**src/rtl/hazard_pipe_ctrl.sv**
```systemverilog
// rtl/hazard_pipe_ctrl.sv - register-tag pipeline tracker, load-use detect, stall/bubble generation
// Optional MULDIV_STALL_EN: freezes the tag pipeline while a multi-cycle divide occupies EX.
module hazard_pipe_ctrl #(
    parameter int REG_BITS = 5,
    parameter int DIV_LAT  = 32
) (
    input  logic                clk,
    input  logic                rst,
    input  logic                id_valid,
    input  logic [REG_BITS-1:0] id_rs1,
    input  logic [REG_BITS-1:0] id_rs2,
    input  logic [REG_BITS-1:0] id_rd,
    input  logic                id_regwrite,
    input  logic                id_memread,
    input  logic                id_div,
    input  logic                flush,
    output logic [REG_BITS-1:0] ex_rs1,
    output logic [REG_BITS-1:0] ex_rs2,
    output logic [REG_BITS-1:0] exmem_rd,
    output logic                exmem_regwrite,
    output logic [REG_BITS-1:0] memwb_rd,
    output logic                memwb_regwrite,
    output logic                stall,
    output logic                div_busy
);

    localparam logic [7:0] DIV_LOAD = 8'(DIV_LAT - 1);

    logic [REG_BITS-1:0] ex_rs1_q, ex_rs1_d;
    logic [REG_BITS-1:0] ex_rs2_q, ex_rs2_d;
    logic [REG_BITS-1:0] ex_rd_q, ex_rd_d;
    logic                ex_regwrite_q, ex_regwrite_d;
    logic                ex_memread_q, ex_memread_d;
    logic [REG_BITS-1:0] exmem_rd_q, exmem_rd_d;
    logic                exmem_regwrite_q, exmem_regwrite_d;
    logic [REG_BITS-1:0] memwb_rd_q, memwb_rd_d;
    logic                memwb_regwrite_q, memwb_regwrite_d;

    logic load_use;
    logic bubble;
    logic freeze;

    // ex_regwrite_q is already sanitised, so a load to x0 never triggers a stall
    assign load_use = id_valid && ex_memread_q && ex_regwrite_q &&
                      ((ex_rd_q == id_rs1) || (ex_rd_q == id_rs2));
    assign bubble   = flush || load_use || !id_valid;
    assign freeze   = div_busy;
    assign stall    = (load_use && !flush) || div_busy;

`ifdef MULDIV_STALL_EN
    logic [7:0] div_cnt_q, div_cnt_d;

    assign div_busy = (div_cnt_q != 8'd0);

    always_comb begin
        div_cnt_d = div_cnt_q;
        if (freeze) begin
            div_cnt_d = div_cnt_q - 8'd1;
        end else if (!bubble && id_div) begin
            div_cnt_d = DIV_LOAD;
        end
    end

    always_ff @(posedge clk or posedge rst) begin
        if (rst) begin
            div_cnt_q <= 8'd0;
        end else begin
            div_cnt_q <= div_cnt_d;
        end
    end
`else
    logic unused_div;

    assign unused_div = ^{id_div, DIV_LOAD};
    assign div_busy   = 1'b0;
`endif

    always_comb begin
        ex_rs1_d         = ex_rs1_q;
        ex_rs2_d         = ex_rs2_q;
        ex_rd_d          = ex_rd_q;
        ex_regwrite_d    = ex_regwrite_q;
        ex_memread_d     = ex_memread_q;
        exmem_rd_d       = exmem_rd_q;
        exmem_regwrite_d = exmem_regwrite_q;
        memwb_rd_d       = memwb_rd_q;
        memwb_regwrite_d = memwb_regwrite_q;
        // A frozen pipeline also ignores flush: the branch that raised it is stuck in EX
        if (!freeze) begin
            exmem_rd_d       = ex_rd_q;
            exmem_regwrite_d = ex_regwrite_q;
            memwb_rd_d       = exmem_rd_q;
            memwb_regwrite_d = exmem_regwrite_q;
            if (bubble) begin
                ex_rs1_d      = '0;
                ex_rs2_d      = '0;
                ex_rd_d       = '0;
                ex_regwrite_d = 1'b0;
                ex_memread_d  = 1'b0;
            end else begin
                ex_rs1_d      = id_rs1;
                ex_rs2_d      = id_rs2;
                ex_rd_d       = id_rd;
                ex_regwrite_d = id_regwrite && (id_rd != '0);
                ex_memread_d  = id_memread;
            end
        end
    end

    always_ff @(posedge clk or posedge rst) begin
        if (rst) begin
            ex_rs1_q         <= '0;
            ex_rs2_q         <= '0;
            ex_rd_q          <= '0;
            ex_regwrite_q    <= 1'b0;
            ex_memread_q     <= 1'b0;
            exmem_rd_q       <= '0;
            exmem_regwrite_q <= 1'b0;
            memwb_rd_q       <= '0;
            memwb_regwrite_q <= 1'b0;
        end else begin
            ex_rs1_q         <= ex_rs1_d;
            ex_rs2_q         <= ex_rs2_d;
            ex_rd_q          <= ex_rd_d;
            ex_regwrite_q    <= ex_regwrite_d;
            ex_memread_q     <= ex_memread_d;
            exmem_rd_q       <= exmem_rd_d;
            exmem_regwrite_q <= exmem_regwrite_d;
            memwb_rd_q       <= memwb_rd_d;
            memwb_regwrite_q <= memwb_regwrite_d;
        end
    end

    assign ex_rs1         = ex_rs1_q;
    assign ex_rs2         = ex_rs2_q;
    assign exmem_rd       = exmem_rd_q;
    assign exmem_regwrite = exmem_regwrite_q;
    assign memwb_rd       = memwb_rd_q;
    assign memwb_regwrite = memwb_regwrite_q;

endmodule

```
**config.mk**
```make
export PLATFORM = sky130hd
export DESIGN_NAME = hazard_pipe_ctrl
export DESIGN_NICKNAME = d
export VERILOG_FILES = /design/src/rtl/hazard_pipe_ctrl.sv
export SDC_FILE = /design/constraint.sdc
export NUM_CORES = 1
export LEC_CHECK = 0
export ABC_AREA = 0
export CAP_MARGIN = 15
export CORE_MARGIN = 2
export CORE_UTILIZATION = 45
export DETAILED_ROUTE_END_ITERATION = 10
export DONT_BUFFER_PORTS = 1
export PLACE_DENSITY_LB_ADDON = 0.3
export SETUP_SLACK_MARGIN = 0.1
export SKIP_LAST_GASP = 1
export SLEW_MARGIN = 20
export SYNTH_ARGS = -nofsm -noshare
export SYNTH_HDL_FRONTEND = slang
export SYNTH_SLANG_ARGS = --single-unit
```
**constraint.sdc**
```tcl
create_clock -name clk -period 1.8 [get_ports clk]
set_clock_uncertainty 0.1 [all_clocks]
set_input_delay 0.18 -clock clk [delete_from_list [all_inputs] [get_ports clk]]
set_output_delay 0.18 -clock clk [all_outputs]
set_load 0.005 [all_outputs]
```
Yosys cells after proc, flatten, opt, wreduce, memory -nomap -nowiden. Cells that the tools add are included.

Flip-flop bits (word level): 29. Input port bits: 22. Output and inout bits: 24.

Eq/ne operators: 2. Muxes and demuxes: 5. Reduce and logical (&&, ||, !) cells: 11.

Operator list (number): $mux W5 (3); $eq A5 B5 Y1 (2); $logic_and A1 B1 Y1 (5); $reduce_bool A5 Y1 (1); $logic_or A1 B1 Y1 (3); $logic_not A1 Y1 (2); $mux W1 (2).

Logic depth before layout (Yosys ltp).
Depth in word-level cells: 6. Mapped depth: 6.

Worst setup path before layout. OpenSTA, ideal clock, no wires.

Path type: register to register. From: register ex_rd_q[4]. To: register ex_rd_q[0]. Library setup time: 0.120 ns. Arrival time: 1.383 ns. Data required time: 1.580 ns. Slack: 0.197 ns. Cell stages (with the launch flop): 7. Path buffers: 1. Cell sequence: dfrtp_1 xor2_1 nor4_1 and3_4 nor4b_4 buf_6 and2_2.

Longest elaborated chain between the ends: 6.

Ends and longest elaborated chain: start: declaration (RTL line 31) `logic [REG_BITS-1:0] ex_rd_q, ex_rd_d;`; start signal: assignment (RTL line 124) `ex_rd_q <= ex_rd_d;`; $eq A5 B5 Y1 (RTL line 45) `((ex_rd_q == id_rs1) || (ex_rd_q == id_rs2));`; $logic_or A1 B1 Y1 (*) (RTL line 45); $logic_and A1 B1 Y1 (*) (RTL line 44) `assign load_use = id_valid && ex_memread_q && ex_regwrite_q &&`; $logic_or A1 B1 Y1 (*) (2 in series) (RTL line 46) `assign bubble = flush || load_use || !id_valid;`; $mux W5 (*) (RTL line 94) `if (bubble) begin`; net ex_rd_d[0] (RTL line 31).

The timed path passes the listed nets; every way through them passes the cells marked *.

Final worst setup path.
From: register ex_rd_q[4]. To: output stall.

Longest elaborated chain between the ends: 4.

Ends and longest elaborated chain: $eq A5 B5 Y1 (RTL line 45); $logic_or A1 B1 Y1 (*) (RTL line 45); $logic_and A1 B1 Y1 (*) (RTL line 44); $logic_and A1 B1 Y1 (*) (RTL line 48) `assign stall = (load_use && !flush) || div_busy;`; end: declaration (RTL line 23) `output logic stall,`.

Mark *: on every way between the ends. The rest lies on a longest branch, timed or not.

==> flow_metrics.env <==
export IMPL_drtIter0Drc=2
export IMPL_relSlewSlack_pct=65.43
export IMPL_register_area_sq_um=725.7
export IMPL_initial_core_util_pct=47.52
export IMPL_rows=17
export IMPL_required_ns=1.52
export IMPL_grt_pass1_wl_microns=2925
export IMPL_fmax_mhz=548.9
export IMPL_fin_hold_ws_ns=0.01330
export IMPL_grtUsageTotal_pct=16.70
export IMPL_pre_cts_slack_ns=0.06745
export IMPL_ys_ff_latch=29
export IMPL_coreArea_sq_mm=0.002191
export IMPL_drive_gt1_share_pct=31.00
export IMPL_grt_pass1_vias=654
export IMPL_grt_antenna_before_repair=0
export IMPL_cts_buffer_depth=2
export IMPL_status="complete, but fails checks"
export IMPL_final_common_cell="dfrtp_1"
export IMPL_finalPower_mw=1.143
export IMPL_drt_wl_total_microns=1852
export IMPL_die_height_microns=52.10
export IMPL_drc=0
export IMPL_syn_nets=90
export IMPL_multi_input_area_sq_um=301.5
export IMPL_hold_path_class="input pin to flip-flop"
export IMPL_cts_root_buf="clkbuf_4"
export IMPL_min_period_over_period_pct=101.2
export IMPL_nNetsFinal=121
export IMPL_grt_overflow=0
export IMPL_rsz0062_at_grt="yes"
export IMPL_p_leak_nw=0.6595
export IMPL_nFillCells=185
export IMPL_diodes=0
export IMPL_firstDrtPassIters=4
export IMPL_syn_inst=68
export IMPL_synth_cell_types=18
export IMPL_slew_viol_final=0
export IMPL_port_buffers=0
export IMPL_vias=608
export IMPL_syn_area_per_cell_sq_um=15.31
export IMPL_finalSetupViolCount=1
export IMPL_cp_data_arrival_time_ns=1.54
export IMPL_vias_per_cell=4.750
export IMPL_critPathKind="flip-flop to output port"
export IMPL_die_area_sq_mm=0.002714
export IMPL_cts_htree_levels=2
export IMPL_worstSetupEndpointType="output port"
export IMPL_netlist_area_sq_mm=0.001041
export IMPL_cts_buffers=5
export IMPL_finalSetupTns_ns=-0.02174
export IMPL_cts_tree="yes"
export IMPL_worstMarginPinSlew_ns=0.5180
export IMPL_hold_violations=0
export IMPL_start_kind="flip-flop"
export IMPL_io_pins=46
export IMPL_layoutNonFillerInstCount=128
export IMPL_gp_congestion=0.7180
export IMPL_area_delta_synth_final_pct=31.37
export IMPL_wl_per_cell_microns=14.47
export IMPL_setup_ws_ns=-0.02174
export IMPL_clock_sinks=29
export IMPL_violations="setup timing"
export IMPL_worst_path_max_fanout=3
export IMPL_antenna_left=0
export IMPL_finalCriticalPeriod_ns=1.822
export IMPL_final_cell_mix="dfrtp_1 (29), dlygate4sd3_1 (18), and2_2 (14)"
export IMPL_die_w_microns=52.10
export IMPL_clk_pin_slew_ns=0.08
export IMPL_power_density_mw_per_mm2=835.9
export IMPL_dp_hpwl_microns=1232
export IMPL_drv_cap=0
export IMPL_clk_latency_ns=0.32
export IMPL_place_inst=99
export IMPL_grt_max_degree=18
export IMPL_ys_seq_area_share_pct=69.71
export IMPL_synth_warnings=0
export IMPL_vdd_drop_max_mv=0.5111
==> sequential cells by signal, indices dropped and copies added, names as in the netlist <==
register and cells:
ex_regwrite_q 1, ex_rd_q 5, memwb_regwrite 1, memwb_rd 5, exmem_rd 5, ex_rs1 5, ex_rs2 5, ex_memread_q 1
exmem_regwrite 1
==> kinds of logic after synthesis <==
logic type,after synthesis,synth area share (%)
compound gates,2,1.923
other cells,1,0.3602
xor+xnor,10,8.413
simple gates,23,17.43
flops,29,69.71
buf+inv,3,2.163
==> cell usage after synthesis <==
cell type | instances | area [sq um]
nand4_1 | 1 | 6.260
xor2_1 | 4 | 35.03
or3_1 | 1 | 6.260
nor4b_4 | 1 | 23.77
and2_2 | 14 | 105.1
buf_6 | 1 | 11.26
nor4_1 | 1 | 6.260
nor3_1 | 1 | 5.000
o311a_1 | 1 | 10.01
o21ba_2 | 1 | 10.01
inv_1 | 1 | 3.750
xnor2_1 | 6 | 52.55
nand3_1 | 1 | 5.000
and2_1 | 2 | 12.51
dfrtp_1 | 29 | 725.7
and3_4 | 1 | 11.26
conb_1 | 1 | 3.750
buf_4 | 1 | 7.510
==> stage by stage <==
step	cell area [sq um]	utilization, %
2_1_floorplan	1041	-
6_report	1368	62.42
4_1_cts	1365	62.31
3_5_place_dp	1107	50.54
3_3_place_gp	1107	50.54
5_1_grt	1368	62.42
==> metal layers <==
| layer | global-route usage (%) | up-vias | share of wire (%) |
|---|---|---|---|
| li1 | - | 277 | - |
| met4 | 13.16 | 0 | 3.6 |
| met1 | 16.95 | 287 | 35 |
| met5 | 0 | - | 0 |
| met2 | 26.58 | 36 | 51 |
| met3 | 7.184 | 8 | 11 |
==> worst paths after layout <==
check / from / end / slack [ns] / depth (start not counted)
min in group asynchronous: rst / ex_rs2[4] / 0.23 / 2
min: id_rd[1] / ex_regwrite_q / 0.01 / 2
max: ex_rd_q[4] / stall / -0.02 / 4
max reg2reg: ex_rd_q[4] / ex_rd_q[2] / 0.01 / 7
min reg2reg: ex_regwrite_q / exmem_regwrite / 0.30 / 0
max in group asynchronous: rst / exmem_rd[1] / 0.91 / 3
==> power breakdown <==
part / switching, mW / internal, mW / leakage, nW
Sequential: 0.0157 / 0.676 / 0.390
Clock: 0.200 / 0.155 / 0.0265
Combinational: 0.0346 / 0.0623 / 0.243
==> final cells by class <==
cell class | instances | share of cell area, %
flip-flops and latches | 29 | 53.07
inverters | 1 | 0.2745
well taps | 28 | 2.562
multi-input cells | 36 | 22.05
clock buffers | 8 | 3.568
repair buffers | 26 | 18.48
==> repair_timing <==
item                                   in CTS  in global routing
gates cloned                                1                  0
resized for setup                           3                  1
endpoints found under the hold margin      29                  0
buffers inserted                            2                  0
setup endpoints to repair                  16                 18
pin swaps                                   3                  3
hold buffers                               18                  0
==> critical path, cell delays in order, from the launching register on <==
cell     delay [ns]
dfrtp_1        0.42
xor2_1         0.16
nor4_1         0.28
and3_4         0.23
o21ba_4        0.13
(Power assumes the default switching activity.)
